`config.mk`:
```
export PLATFORM = sky130hd
export DESIGN_NAME = sram_arbiter_flat
export DESIGN_NICKNAME = d
export VERILOG_FILES = /design/src/rtl/sram_arbiter_if.sv /design/src/rtl/sram_arbiter.sv /design/src/flat_wrapper.sv
export SDC_FILE = /design/constraint.sdc
export NUM_CORES = 1
export LEC_CHECK = 0
export ABC_CLOCK_PERIOD_IN_PS = 2440
export CAP_MARGIN = 5
export CELL_PAD_IN_SITES_DETAIL_PLACEMENT = 0
export CELL_PAD_IN_SITES_GLOBAL_PLACEMENT = 1
export CORE_ASPECT_RATIO = 0.9
export CORE_UTILIZATION = 21
export CTS_CLUSTER_SIZE = 14
export DETAILED_ROUTE_END_ITERATION = 8
export PLACE_DENSITY = 0.88
export SLEW_MARGIN = 25
export SYNTH_ARGS = -nofsm -noshare
export SYNTH_HDL_FRONTEND = slang
export SYNTH_SLANG_ARGS = --single-unit
```
`constraint.sdc`:
```
create_clock -name clk -period 2.44 [get_ports clk]
set_input_delay 0.488 -clock clk [delete_from_list [all_inputs] [get_ports clk]]
set_output_delay 0.488 -clock clk [all_outputs]
set_load 0.05 [all_outputs]
```
`src/rtl/sram_arbiter_if.sv`:
```
// Bundle of the two sbus master ports and the shared single-port SRAM port.
// The arbiter uses the slave view; the bus-side environment uses the master view.
interface sram_arbiter_if #(
  parameter int unsigned ADDR_W = 32,
  parameter int unsigned DATA_W = 32
);
  localparam int unsigned BE_W = DATA_W / 8;

  logic              m0_req;
  logic [BE_W-1:0]   m0_we;
  logic [ADDR_W-1:0] m0_addr;
  logic [DATA_W-1:0] m0_wdata;
  logic              m0_ack;
  logic [DATA_W-1:0] m0_rdata;

  logic              m1_req;
  logic [BE_W-1:0]   m1_we;
  logic [ADDR_W-1:0] m1_addr;
  logic [DATA_W-1:0] m1_wdata;
  logic              m1_ack;
  logic [DATA_W-1:0] m1_rdata;

  logic              sram_en;
  logic [BE_W-1:0]   sram_we;
  logic [ADDR_W-1:0] sram_addr;
  logic [DATA_W-1:0] sram_wdata;
  logic [DATA_W-1:0] sram_rdata;

  logic [15:0]       conflict_cnt;

  modport slave (
    input  m0_req, m0_we, m0_addr, m0_wdata,
    input  m1_req, m1_we, m1_addr, m1_wdata,
    input  sram_rdata,
    output m0_ack, m0_rdata, m1_ack, m1_rdata,
    output sram_en, sram_we, sram_addr, sram_wdata,
    output conflict_cnt
  );

  modport master (
    output m0_req, m0_we, m0_addr, m0_wdata,
    output m1_req, m1_we, m1_addr, m1_wdata,
    output sram_rdata,
    input  m0_ack, m0_rdata, m1_ack, m1_rdata,
    input  sram_en, sram_we, sram_addr, sram_wdata,
    input  conflict_cnt
  );
endinterface

```
`src/rtl/sram_arbiter.sv`:
```
// Round-robin arbiter sharing one single-port synchronous SRAM between the
// instruction bus (m0) and data bus (m1); one issue per cycle, ack one cycle later.
module sram_arbiter #(
  parameter int unsigned ADDR_W = 32,
  parameter int unsigned DATA_W = 32
) (
  input  logic          clk,
  input  logic          rst,
  sram_arbiter_if.slave bus
);
  localparam int unsigned BE_W  = DATA_W / 8;
  localparam int unsigned CNT_W = 16;
  localparam logic [CNT_W-1:0] CNT_MAX = {CNT_W{1'b1}};
  localparam logic M0 = 1'b0;
  localparam logic M1 = 1'b1;

  logic              r_busy;
  logic              r_owner;
  logic              r_last;
  logic [DATA_W-1:0] r_rdata0;
  logic [DATA_W-1:0] r_rdata1;
  logic [CNT_W-1:0]  r_cnt;

  logic              w_elig0;
  logic              w_elig1;
  logic              w_issue;
  logic              w_grant;
  logic              w_conflict;
  logic              w_ack0;
  logic              w_ack1;
  logic [BE_W-1:0]   w_we;
  logic [ADDR_W-1:0] w_addr;
  logic [DATA_W-1:0] w_wdata;

  // A master whose access is completing this cycle cannot be reissued yet.
  always_comb begin
    w_elig0    = bus.m0_req & ~(r_busy & (r_owner == M0));
    w_elig1    = bus.m1_req & ~(r_busy & (r_owner == M1));
    w_issue    = ~rst & (w_elig0 | w_elig1);
    w_conflict = ~rst & w_elig0 & w_elig1;
    w_grant    = M0;
    if (w_elig0 & w_elig1) begin
      w_grant = ~r_last;
    end else if (w_elig1) begin
      w_grant = M1;
    end
  end

  // SRAM port mux; idle and reset drive zeros.
  always_comb begin
    w_we    = '0;
    w_addr  = '0;
    w_wdata = '0;
    if (w_issue) begin
      if (w_grant == M1) begin
        w_we    = bus.m1_we;
        w_addr  = bus.m1_addr;
        w_wdata = bus.m1_wdata;
      end else begin
        w_we    = bus.m0_we;
        w_addr  = bus.m0_addr;
        w_wdata = bus.m0_wdata;
      end
    end
  end

  always_comb begin
    w_ack0 = r_busy & (r_owner == M0);
    w_ack1 = r_busy & (r_owner == M1);
  end

  assign bus.sram_en      = w_issue;
  assign bus.sram_we      = w_we;
  assign bus.sram_addr    = w_addr;
  assign bus.sram_wdata   = w_wdata;
  assign bus.m0_ack       = w_ack0;
  assign bus.m1_ack       = w_ack1;
  assign bus.m0_rdata     = w_ack0 ? bus.sram_rdata : r_rdata0;
  assign bus.m1_rdata     = w_ack1 ? bus.sram_rdata : r_rdata1;
  assign bus.conflict_cnt = r_cnt;

  always_ff @(posedge clk or posedge rst) begin
    if (rst) begin
      r_busy   <= 1'b0;
      r_owner  <= M0;
      r_last   <= M0;
      r_rdata0 <= '0;
      r_rdata1 <= '0;
      r_cnt    <= '0;
    end else begin
      r_busy <= w_issue;
      if (w_issue) begin
        r_owner <= w_grant;
        r_last  <= w_grant;
      end
      if (w_ack0) begin
        r_rdata0 <= bus.sram_rdata;
      end
      if (w_ack1) begin
        r_rdata1 <= bus.sram_rdata;
      end
      // Saturating: a loser of the tie counts one conflict cycle.
      if (w_conflict && (r_cnt != CNT_MAX)) begin
        r_cnt <= r_cnt + CNT_W'(1);
      end
    end
  end
endmodule

```
`src/flat_wrapper.sv`:
```
// flat-port wrapper written by rule: the top's interface ports become plain ports
module sram_arbiter_flat 
#(
  parameter int unsigned ADDR_W = 32,
  parameter int unsigned DATA_W = 32
)
  (clk, rst, bus_m0_req, bus_m0_we, bus_m0_addr, bus_m0_wdata, bus_m1_req, bus_m1_we, bus_m1_addr, bus_m1_wdata, bus_sram_rdata, bus_m0_ack, bus_m0_rdata, bus_m1_ack, bus_m1_rdata, bus_sram_en, bus_sram_we, bus_sram_addr, bus_sram_wdata, bus_conflict_cnt);
  sram_arbiter_if #(.ADDR_W(ADDR_W), .DATA_W(DATA_W)) bus_i ();
  input  logic clk;
  input  logic rst;
  input wire logic [$bits(bus_i.m0_req)-1:0] bus_m0_req;
  input wire logic [$bits(bus_i.m0_we)-1:0] bus_m0_we;
  input wire logic [$bits(bus_i.m0_addr)-1:0] bus_m0_addr;
  input wire logic [$bits(bus_i.m0_wdata)-1:0] bus_m0_wdata;
  input wire logic [$bits(bus_i.m1_req)-1:0] bus_m1_req;
  input wire logic [$bits(bus_i.m1_we)-1:0] bus_m1_we;
  input wire logic [$bits(bus_i.m1_addr)-1:0] bus_m1_addr;
  input wire logic [$bits(bus_i.m1_wdata)-1:0] bus_m1_wdata;
  input wire logic [$bits(bus_i.sram_rdata)-1:0] bus_sram_rdata;
  output wire logic [$bits(bus_i.m0_ack)-1:0] bus_m0_ack;
  output wire logic [$bits(bus_i.m0_rdata)-1:0] bus_m0_rdata;
  output wire logic [$bits(bus_i.m1_ack)-1:0] bus_m1_ack;
  output wire logic [$bits(bus_i.m1_rdata)-1:0] bus_m1_rdata;
  output wire logic [$bits(bus_i.sram_en)-1:0] bus_sram_en;
  output wire logic [$bits(bus_i.sram_we)-1:0] bus_sram_we;
  output wire logic [$bits(bus_i.sram_addr)-1:0] bus_sram_addr;
  output wire logic [$bits(bus_i.sram_wdata)-1:0] bus_sram_wdata;
  output wire logic [$bits(bus_i.conflict_cnt)-1:0] bus_conflict_cnt;
  assign bus_i.m0_req = bus_m0_req;
  assign bus_i.m0_we = bus_m0_we;
  assign bus_i.m0_addr = bus_m0_addr;
  assign bus_i.m0_wdata = bus_m0_wdata;
  assign bus_i.m1_req = bus_m1_req;
  assign bus_i.m1_we = bus_m1_we;
  assign bus_i.m1_addr = bus_m1_addr;
  assign bus_i.m1_wdata = bus_m1_wdata;
  assign bus_i.sram_rdata = bus_sram_rdata;
  assign bus_m0_ack = bus_i.m0_ack;
  assign bus_m0_rdata = bus_i.m0_rdata;
  assign bus_m1_ack = bus_i.m1_ack;
  assign bus_m1_rdata = bus_i.m1_rdata;
  assign bus_sram_en = bus_i.sram_en;
  assign bus_sram_we = bus_i.sram_we;
  assign bus_sram_addr = bus_i.sram_addr;
  assign bus_sram_wdata = bus_i.sram_wdata;
  assign bus_conflict_cnt = bus_i.conflict_cnt;
  sram_arbiter #(.ADDR_W(ADDR_W), .DATA_W(DATA_W)) u_core (.clk(clk), .rst(rst), .bus(bus_i));
endmodule
```
==> results of run 1 <==
==> layer usage <==
layer  wire length [um]  up-vias  share of wire [%]
li1                   -     2221                  -
met1               7030     2208                 37
met2               9650      217                 51
met3               1630       24                8.7
met4                446        0                2.4
met5                  0        -                  0
==> worst max-delay path by stage <==
| stage | cells past startpoint | slack, ns | startpoint | endpoint |
|---|---|---|---|---|
| 2_1_floorplan | 5 | -0.17 | bus_m0_req | bus_sram_en |
| 3_3_place_gp | 8 | -0.51 | bus_m0_req | bus_sram_addr[31] |
| 3_5_place_dp | 8 | -0.45 | bus_m0_req | bus_sram_addr[2] |
| 4_1_cts | 5 | -0.05 | u_core.r_owner$_DFFE_PP0P_ | bus_sram_wdata[19] |
| 5_1_grt | 5 | -0.07 | u_core.r_owner$_DFFE_PP0P_ | bus_sram_wdata[6] |
| 6_report | 5 | -0.04 | u_core.r_owner$_DFFE_PP0P_ | bus_sram_wdata[6] |
==> per-stage QoR <==
stage	instance area, um^2	power [W]	hold WS, ns	cells
floorplan	4500	0.00482	0.527	450
CTS	9880	0.00890	0.499	1047
detailed placement	9240	0.00736	0.485	1023
global route	10100	0.00924	0.511	1051
finish	10100	0.00888	0.495	1051
global placement	9240	0.00728	0.481	1023
==> cell type report <==
class	count	area (um^2)
fillers	1713	9330
repair buffers	363	4710
multi-input cells	337	2670
flip-flops and latches	82	2050
well taps	250	313
clock buffers	12	256
clock inverters	4	50.0
inverters	3	15.0
==> synth_stat cells (all sizes together) (2+ instances only) <==
master / instances / area share, %
inv: 3 / 0.27
nand2: 144 / 13
xor2: 4 / 0.83
a21oi: 69 / 8.2
nand3: 11 / 1.4
nor2: 4 / 0.36
mux2: 66 / 18
xnor2: 8 / 1.7
o21ai: 2 / 0.24
nor3: 4 / 0.48
a41oi: 2 / 0.42
nand4: 3 / 0.45
nor2b: 2 / 0.30
dfrtp: 82 / 49
clkbuf: 23 / 2.0
and2: 2 / 0.36
and3: 4 / 0.62
buf: 8 / 0.95
==> state kept, by name (all words and copies together), names as in the netlist <==
register                 cells
u_core.bus.conflict_cnt     16
u_core.r_busy                1
u_core.r_owner               1
u_core.r_rdata0             32
u_core.r_rdata1             32
==> worst max-delay path, stage by stage (launching register included) <==
cell and delay [ns]:
sky130_fd_sc_hd__dfrtp_2 0.44, sky130_fd_sc_hd__mux2i_4 0.25, sky130_fd_sc_hd__a211o_4 0.44, sky130_fd_sc_hd__buf_6 0.18, sky130_fd_sc_hd__a21oi_2 0.17, sky130_fd_sc_hd__buf_12 0.16
==> power groups by stage <==
stage | combinational (W) | sequential (W) | clock [W]
final | 0.00555 | 0.00195 | 0.00139
after CTS | 0.00553 | 0.00195 | 0.00142
after global routing | 0.00577 | 0.00199 | 0.00148
after floorplan | 0.00279 | 0.00202 | 0
after global placement | 0.00534 | 0.00194 | 0
after detailed placement | 0.00538 | 0.00198 | 0
==> placed cells by master (no fill, tap or decap), drive strengths merged, types with 8 or more instances in the layout <==
cell type	n
clkdlybuf4s50	184
buf	173
nand2	144
dfrtp	82
a21oi	69
mux2	66
clkbuf	15
nand3	11
xnor2	8
==> cell families (layout without fill, tap and decap cells) <==
family / after synthesis / count (layout) / share of synthesized area [%]
xor gates and xnor gates: 12 / 12 / 2.49
adders and majority gates: 1 / 1 / 0.297
muxes: 67 / 67 / 18.0
and+or+nand+nor: 179 / 179 / 18.1
AOI/OAI and AO/OA: 75 / 78 / 9.21
DFF: 82 / 82 / 48.7
buffers and inverters: 34 / 382 / 3.27
==> what timing repair did <==
item	4_1_cts	5_1_grt
hold buffers	0	0
endpoints found under the setup margin	69	63
pin swaps	1	3
gates cloned	4	3
buffers inserted	4	1
resized for setup	44	21
==> results.toml, run 1 <==
[grt]
grt.total_usage_pct = 17.1
gr-max-usage-layer = "met2"
grtUsageMet3_pct = 5.34
number_of_antenna_violations_at_the_first_check_in_global_routing = 0
grtUsageMet1_pct = 18.8
gr-total-overflow = 0
global_route_wire_length_before_repair_um = 26800
first_global_vias = 4729
maximum_number_of_pins_on_one_net_before_global_route_repair = 58
groute.layer.met2.usage_pct = 31.3

[pwr]
power_frac_clock_pct = 15.6
pwr-share-comb_pct = 62.5
share_seq_of_total_power_pct = 21.9
power_dissipated_by_switching_net_loads_w = 0.00381
total_leakage_power_nw = 4.10
swShare_pct = 42.9
power-per-cell-area_mw_per_mm2 = 882
power_report.internal_total_w = 0.00507
irDropWorstVdd_mv = 0.396

[floorplan]
die-height_um = 136
initial_utilization_pct = 21.7
dieWidth_um = 151
num_rows = 48
floorplan.io_pins = 323
core_area_mm2 = 0.0194
dieArea_mm2 = 0.0206

[detailed_routing]
antenna_violating_nets_left = 0
routed_wirelength_um = 18800
detail_route.vias_per_cell = 4.44
dr_total_vias = 4670
drt-initial-drc-count = 125
wire_per_inst_um = 17.9
remaining_drc_errors = 0
first_pass_iters = 4

[logic_synthesis]
seq_cells_post_synth = 82
ys.warnings.count = 0
synth_seq_area_share_pct = 48.7
syn_area_per_cell_um2 = 9.36
synth.lib_cells_used.distinct = 33
synth-main-ff-cell = "sky130_fd_sc_hd__dfrtp_1"
synth.cell_area_mm2 = 0.00421
synthesis.instances = 450
share_of_synthesized_flip_flops_with_an_asynchronous_set_or_reset_pct = 100
synth-edff-count = 0
postSynthNetCount = 623

[final_layout]
synthToLayoutAreaGrowth_pct = 139
antenna-diode-count = 0
utilization_pct = 51.9
drive_above_1_share_pct = 42.7
fin_nets = 969

[sta]
maxSlewViolCount = 0
finalCritPeriodShare_pct = 102
rsz_0062_raised_after_global_routing = "yes"
setup_total_negative_slack_ns = -0.333
worst_slew_pin_slew_ns = 0.537
final_period_minus_worst_setup_slack_ns = 2.48
setup_ws_ns = -0.0430
final-setup-viol-count = 24
slew_headroom_pct = 64.1
timing.final.hold_violations = 0
fmax_mhz = 403
worst_clock_skew_ns = 0.00994

[place]
pre_cts_slack_ns = -0.452
numPortBuffers = 322
gp_congestion = 0.874
dp.final_hpwl_um = 14100

[setup_path]
rr_worst_depth = 5
worstSetupStartpointType = "register"
timing.setup.critical_path_class = "register to primary output"
crit_arrival_ns = 2.00
worst_r2r_startpoint = "u_core.bus.conflict_cnt[0]$_DFFE_PP0P_"
timing.reg2reg.setup_slack_ns = 0.51
crit-reg2reg-capture = "u_core.bus.conflict_cnt[1]$_DFFE_PP0P_"
cp_max_fo = 6
worstSetupEndpointType = "primary output"
critPathRequiredTime_ns = 1.95

[cts]
cts_root_buffer = "sky130_fd_sc_hd__clkbuf_16"
clockBufferDepth = 2
cts_tree = "yes"
worstSkewPairLatency_ns = 0.33
cts-buffers-inserted = 9
tritoncts_num_sinks = 82
clock_tree.htree_level_count = 3
cts.clk_slew.worst_paths_ns = 0.06

[run_status]
failed_checks = "setup timing"
run_status = "finished, violations left"

[hold_path]
hold_path_startpoint = "u_core.r_rdata0[22]$_DFF_PP0_"
hold_path_depth = 1
endpoint_of_the_worst_hold_timing_path = "u_core.r_rdata0[22]$_DFF_PP0_"
hold_class = "register to register"

[job]
number_of_max_cap_violations = 0
Power figures use the tool's default switching activity.
==> inputs of run 2 (changes only) <==
--- a/config.mk
+++ b/config.mk
@@ -9,12 +9,14 @@
 export CAP_MARGIN = 5
 export CELL_PAD_IN_SITES_DETAIL_PLACEMENT = 0
 export CELL_PAD_IN_SITES_GLOBAL_PLACEMENT = 1
-export CORE_ASPECT_RATIO = 0.9
-export CORE_UTILIZATION = 21
+export CORE_AREA = 2 2 124 126
 export CTS_CLUSTER_SIZE = 14
 export DETAILED_ROUTE_END_ITERATION = 8
-export PLACE_DENSITY = 0.88
-export SLEW_MARGIN = 25
+export DIE_AREA = 0 0 126 128
+export DONT_BUFFER_PORTS = 1
+export PLACE_DENSITY = 0.69
+export SKIP_CTS_REPAIR_TIMING = 1
+export SLEW_MARGIN = 10
 export SYNTH_ARGS = -nofsm -noshare
 export SYNTH_HDL_FRONTEND = slang
 export SYNTH_SLANG_ARGS = --single-unit
==> results.toml, run 2 (synthesis results as in run 1) <==
[grt]
global_route_wire_length_before_repair_um = 20400
maximum_number_of_pins_on_one_net_before_global_route_repair = 53
grt.total_usage_pct = 16.1
number_of_antenna_violations_at_the_first_check_in_global_routing = 0
gr-total-overflow = 0
first_global_vias = 3606

[sta]
finalCritPeriodShare_pct = 101
fmax_mhz = 407
final-setup-viol-count = 15
maxSlewViolCount = 0
setup_total_negative_slack_ns = -0.105
timing.final.hold_violations = 0
rsz_0062_raised_after_global_routing = "yes"
slew_headroom_pct = 49.4
worst_clock_skew_ns = 0.00913
setup_ws_ns = -0.0184
final_period_minus_worst_setup_slack_ns = 2.46
worst_slew_pin_slew_ns = 0.758

[detailed_routing]
remaining_drc_errors = 0
wire_per_inst_um = 20.6
routed_wirelength_um = 15000
dr_total_vias = 3696
first_pass_iters = 4
drt-initial-drc-count = 83
detail_route.vias_per_cell = 5.09
antenna_violating_nets_left = 0

[cts]
worstSkewPairLatency_ns = 0.34
clock_tree.htree_level_count = 3
cts_tree = "yes"
cts-buffers-inserted = 9
clockBufferDepth = 2
tritoncts_num_sinks = 82
cts.clk_slew.worst_paths_ns = 0.07
cts_root_buffer = "sky130_fd_sc_hd__clkbuf_16"

[setup_path]
rr_worst_depth = 5
worstSetupStartpointType = "register"
timing.reg2reg.setup_slack_ns = 0.59
crit_arrival_ns = 1.97
timing.setup.critical_path_class = "register to primary output"
worst_r2r_startpoint = "u_core.bus.conflict_cnt[1]$_DFFE_PP0P_"
cp_max_fo = 7
critPathRequiredTime_ns = 1.95
crit-reg2reg-capture = "u_core.bus.conflict_cnt[1]$_DFFE_PP0P_"
worstSetupEndpointType = "primary output"

[hold_path]
hold_class = "input port to asynchronous set/reset pin"

[final_layout]
synthToLayoutAreaGrowth_pct = 61.2
fin_nets = 706
leading_cell_type_in_the_layout_fill_and_taps_excluded = "sky130_fd_sc_hd__nand2_1"
drive_above_1_share_pct = 48.9
final_standard_cell_area_without_fillers_mm2 = 0.00679
layout.cells.most_common_list = "sky130_fd_sc_hd__nand2_1 (143), sky130_fd_sc_hd__dfrtp_1 (80), sky130_fd_sc_hd__mux2_2 (65)"
fill_cells = 1388
antenna-diode-count = 0

[place]
placed_cell_area_mm2 = 0.00606
gp_congestion = 0.775
dp.final_hpwl_um = 11300
numPortBuffers = 0

[floorplan]
floorplan.io_pins = 323
dieArea_mm2 = 0.0161
die-height_um = 128
dieWidth_um = 126
initial_utilization_pct = 28.3
num_rows = 45
core_area_mm2 = 0.0149

[run_status]
run_status = "finished, violations left"
failed_checks = "setup timing"

[pwr]
power-per-cell-area_mw_per_mm2 = 1030
irDropWorstVdd_mv = 0.390
total_leakage_power_nw = 2.76

[job]
number_of_max_cap_violations = 0
[run 2: cell types whose count changed in the layout (fill, tap and decap cells not counted), moves of 3 or more]
cell | before | now
sky130_fd_sc_hd__a21oi_2 | 22 | 28
sky130_fd_sc_hd__clkdlybuf4s50_1 | 184 | 0
sky130_fd_sc_hd__a21oi_4 | 42 | 36
sky130_fd_sc_hd__buf_12 | 114 | 60
sky130_fd_sc_hd__buf_4 | 54 | 31
sky130_fd_sc_hd__inv_6 | 0 | 3
[run 2: final cells by class]
| type | instances | area [um^2] | share of cell area, % |
|---|---|---|---|
| timing repair buffer | 100 | 1590 | 23.5 |
| clock buffer | 9 | 225 | 3.32 |
| clock inverter | 7 | 76.3 | 1.12 |
| sequential | 82 | 2050 | 30.3 |
| inverter | 3 | 15.0 | 0.221 |
| tap | 188 | 235 | 3.46 |
| multi-input combinational | 337 | 2590 | 38.2 |
[run 2: per-layer routing]
layer / wire length (um) / GRT usage, %
met1: 5580 / 17.6
met2: 7730 / 29.0
met3: 1400 / 5.80
met4: 255 / 5.69
met5: 0 / 0
[run 2: how the worst max path moves through the flow]
stage                               start                  to  cells past startpoint
2_1_floorplan                  bus_m0_req         bus_sram_en                      5
3_3_place_gp                   bus_m0_req    bus_sram_addr[0]                      6
3_5_place_dp   u_core.r_owner$_DFFE_PP0P_    bus_sram_addr[1]                      5
4_1_cts        u_core.r_owner$_DFFE_PP0P_    bus_sram_addr[1]                      5
5_1_grt        u_core.r_owner$_DFFE_PP0P_  bus_sram_wdata[30]                      4
6_report       u_core.r_owner$_DFFE_PP0P_  bus_sram_wdata[30]                      4
[run 2: power breakdown]
part	leakage (nW)	switching (W)	internal, W	total [W]
clock	0.143	0.000559	0.000801	0.00136
sequential	0.988	0.000120	0.00180	0.00192
combinational	1.63	0.00280	0.000941	0.00374
total	2.76	0.00348	0.00354	0.00701
[run 2: worst max-delay path, cell delays in order, from the launching register on]
cell and delay, ns:
sky130_fd_sc_hd__dfrtp_2 0.45, sky130_fd_sc_hd__mux2i_2 0.21, sky130_fd_sc_hd__a211o_4 0.43, sky130_fd_sc_hd__clkbuf_16 0.21, sky130_fd_sc_hd__a21oi_4 0.33
[run 2: stage by stage]
step / hold slack, ns / cells / util [%] / setup WS (ns) / total power, W
6_report: 0.140 / 726 / 45.7 / -0.0184 / 0.00701
4_1_cts: 0.144 / 712 / 42.8 / -0.166 / 0.00693
3_3_place_gp: 0.503 / 696 / 40.8 / 0.282 / 0.00548
5_1_grt: 0.193 / 726 / 45.7 / -0.0665 / 0.00727
2_1_floorplan: 0.527 / 450 / - / -0.171 / 0.00482
3_5_place_dp: 0.513 / 696 / 40.8 / 0.211 / 0.00556
==> inputs of run 3 (changes only) <==
--- a/config.mk
+++ b/config.mk
@@ -7,7 +7,7 @@
 export LEC_CHECK = 0
 export ABC_CLOCK_PERIOD_IN_PS = 2440
 export CAP_MARGIN = 5
-export CELL_PAD_IN_SITES_DETAIL_PLACEMENT = 0
+export CELL_PAD_IN_SITES_DETAIL_PLACEMENT = 1
 export CELL_PAD_IN_SITES_GLOBAL_PLACEMENT = 1
 export CORE_AREA = 2 2 124 126
 export CTS_CLUSTER_SIZE = 14
==> results.toml, run 3 (synthesis results as in run 1) <==
[sta]
worst_clock_skew_ns = 0.00582
finalCritPeriodShare_pct = 100
maxSlewViolCount = 0
final-setup-viol-count = 0
worst_slew_pin_slew_ns = 0.746
final_period_minus_worst_setup_slack_ns = 2.44
setup_ws_ns = 0.000752
rsz_0062_raised_after_global_routing = "yes"
slew_headroom_pct = 50.2
timing.final.hold_violations = 0
fmax_mhz = 410

[floorplan]
die-height_um = 128
dieArea_mm2 = 0.0161
dieWidth_um = 126
num_rows = 45
core_area_mm2 = 0.0149
floorplan.io_pins = 323
initial_utilization_pct = 28.3

[final_layout]
final_standard_cell_area_without_fillers_mm2 = 0.00675
layout.cells.most_common_list = "sky130_fd_sc_hd__nand2_1 (143), sky130_fd_sc_hd__dfrtp_1 (80), sky130_fd_sc_hd__mux2_2 (65)"
leading_cell_type_in_the_layout_fill_and_taps_excluded = "sky130_fd_sc_hd__nand2_1"
antenna-diode-count = 0
drive_above_1_share_pct = 49.1
fin_nets = 706
synthToLayoutAreaGrowth_pct = 60.2
utilization_pct = 45.4

[cts]
cts_tree = "yes"
clockBufferDepth = 2
cts_root_buffer = "sky130_fd_sc_hd__clkbuf_16"
tritoncts_num_sinks = 82
cts-buffers-inserted = 9
cts.clk_slew.worst_paths_ns = 0.07
clock_tree.htree_level_count = 3
worstSkewPairLatency_ns = 0.34

[detailed_routing]
drt-initial-drc-count = 105
antenna_violating_nets_left = 0
first_pass_iters = 4
routed_wirelength_um = 16500
dr_total_vias = 3750
detail_route.vias_per_cell = 5.17
wire_per_inst_um = 22.7
remaining_drc_errors = 0

[pwr]
irDropWorstVdd_mv = 0.375
total_leakage_power_nw = 2.76
power-per-cell-area_mw_per_mm2 = 1040

[setup_path]
timing.reg2reg.setup_slack_ns = 0.53
worst_r2r_startpoint = "u_core.bus.conflict_cnt[1]$_DFFE_PP0P_"
cpMaxStageDelayCell = "sky130_fd_sc_hd__dfrtp_2"
worstPathCellList = "mux2i_2 -> a211o_4 -> buf_12 -> a21oi_4 -> buf_12"
timing.setup.critical_path_class = "register to primary output"
rr_worst_depth = 5
cp_max_fo = 16
crit-reg2reg-capture = "u_core.bus.conflict_cnt[1]$_DFFE_PP0P_"
cp_slowest_stage_delay_ns = 0.44
crit_arrival_ns = 1.95
critical_path.most_common_cell = "sky130_fd_sc_hd__buf_12"
critPathLaunch = "u_core.r_owner$_DFFE_PP0P_"
critPathRequiredTime_ns = 1.95
worstSetupEndpoint = "bus_sram_addr[18]"
worstSetupStartpointType = "register"
worstSetupEndpointType = "primary output"

[place]
placed_cell_area_mm2 = 0.00606
gp_congestion = 0.775
dp.final_hpwl_um = 12300
numPortBuffers = 0
pre_cts_slack_ns = 0.211

[grt]
gr-total-overflow = 0
number_of_antenna_violations_at_the_first_check_in_global_routing = 0
global_route_wire_length_before_repair_um = 22600
grt.total_usage_pct = 18.0
first_global_vias = 3899
maximum_number_of_pins_on_one_net_before_global_route_repair = 53

[job]
number_of_max_cap_violations = 0

[run_status]
run_status = "finished clean"

[hold_path]
hold_class = "input port to asynchronous set/reset pin"
run 3: area by class of cell:
class	instances	area [um^2]
clock buffers	9	225
multi-input cells	337	2570
flip-flops and latches	82	2050
repair buffers	100	1600
inverters	3	15.0
well taps	188	235
clock inverters	7	58.8
fillers	1568	8110
run 3: how the worst min path moves through the flow:
stage                                from                                endpoint  slack (ns)  cells after the start
2_1_floorplan  u_core.r_owner$_DFFE_PP0P_              u_core.r_owner$_DFFE_PP0P_        0.53                      2
3_3_place_gp                          rst              u_core.r_owner$_DFFE_PP0P_        0.50                      1
3_5_place_dp                          rst  u_core.bus.conflict_cnt[8]$_DFFE_PP0P_        0.52                      1
4_1_cts                               rst              u_core.r_owner$_DFFE_PP0P_        0.16                      1
5_1_grt                               rst              u_core.r_owner$_DFFE_PP0P_        0.18                      1
6_report                              rst              u_core.r_owner$_DFFE_PP0P_        0.14                      1
run 3: where the power goes:
part	internal [W]	switching [W]
clock	0.000709	0.000579
combinational	0.000939	0.00282
sequential	0.00180	0.000139
run 3: worst max-delay path, delay by kind of cell (launching register included):
| kind | cells | cell delay, ns |
|---|---|---|
| DFF | 1 | 0.44 |
| AOI/OAI and AO/OA | 2 | 0.59 |
| muxes | 1 | 0.20 |
| buffers and inverters | 2 | 0.36 |
run 3: per-layer routing:
layer | global-route usage, % | part of all wire [%]
met1 | 19.3 | 35
met2 | 33.2 | 54
met3 | 6.47 | 9.4
met4 | 5.17 | 1.6
met5 | 0 | 0
run 3: per-stage QoR:
step	hold slack, ns	total power [W]	instances	TNS, ns
floorplan	0.527	0.00482	450	-0.374
global placement	0.503	0.00548	696	0
detailed placement	0.525	0.00561	696	0
CTS	0.157	0.00692	712	-6.58
global route	0.183	0.00726	726	-1.22
finish	0.136	0.00699	726	0
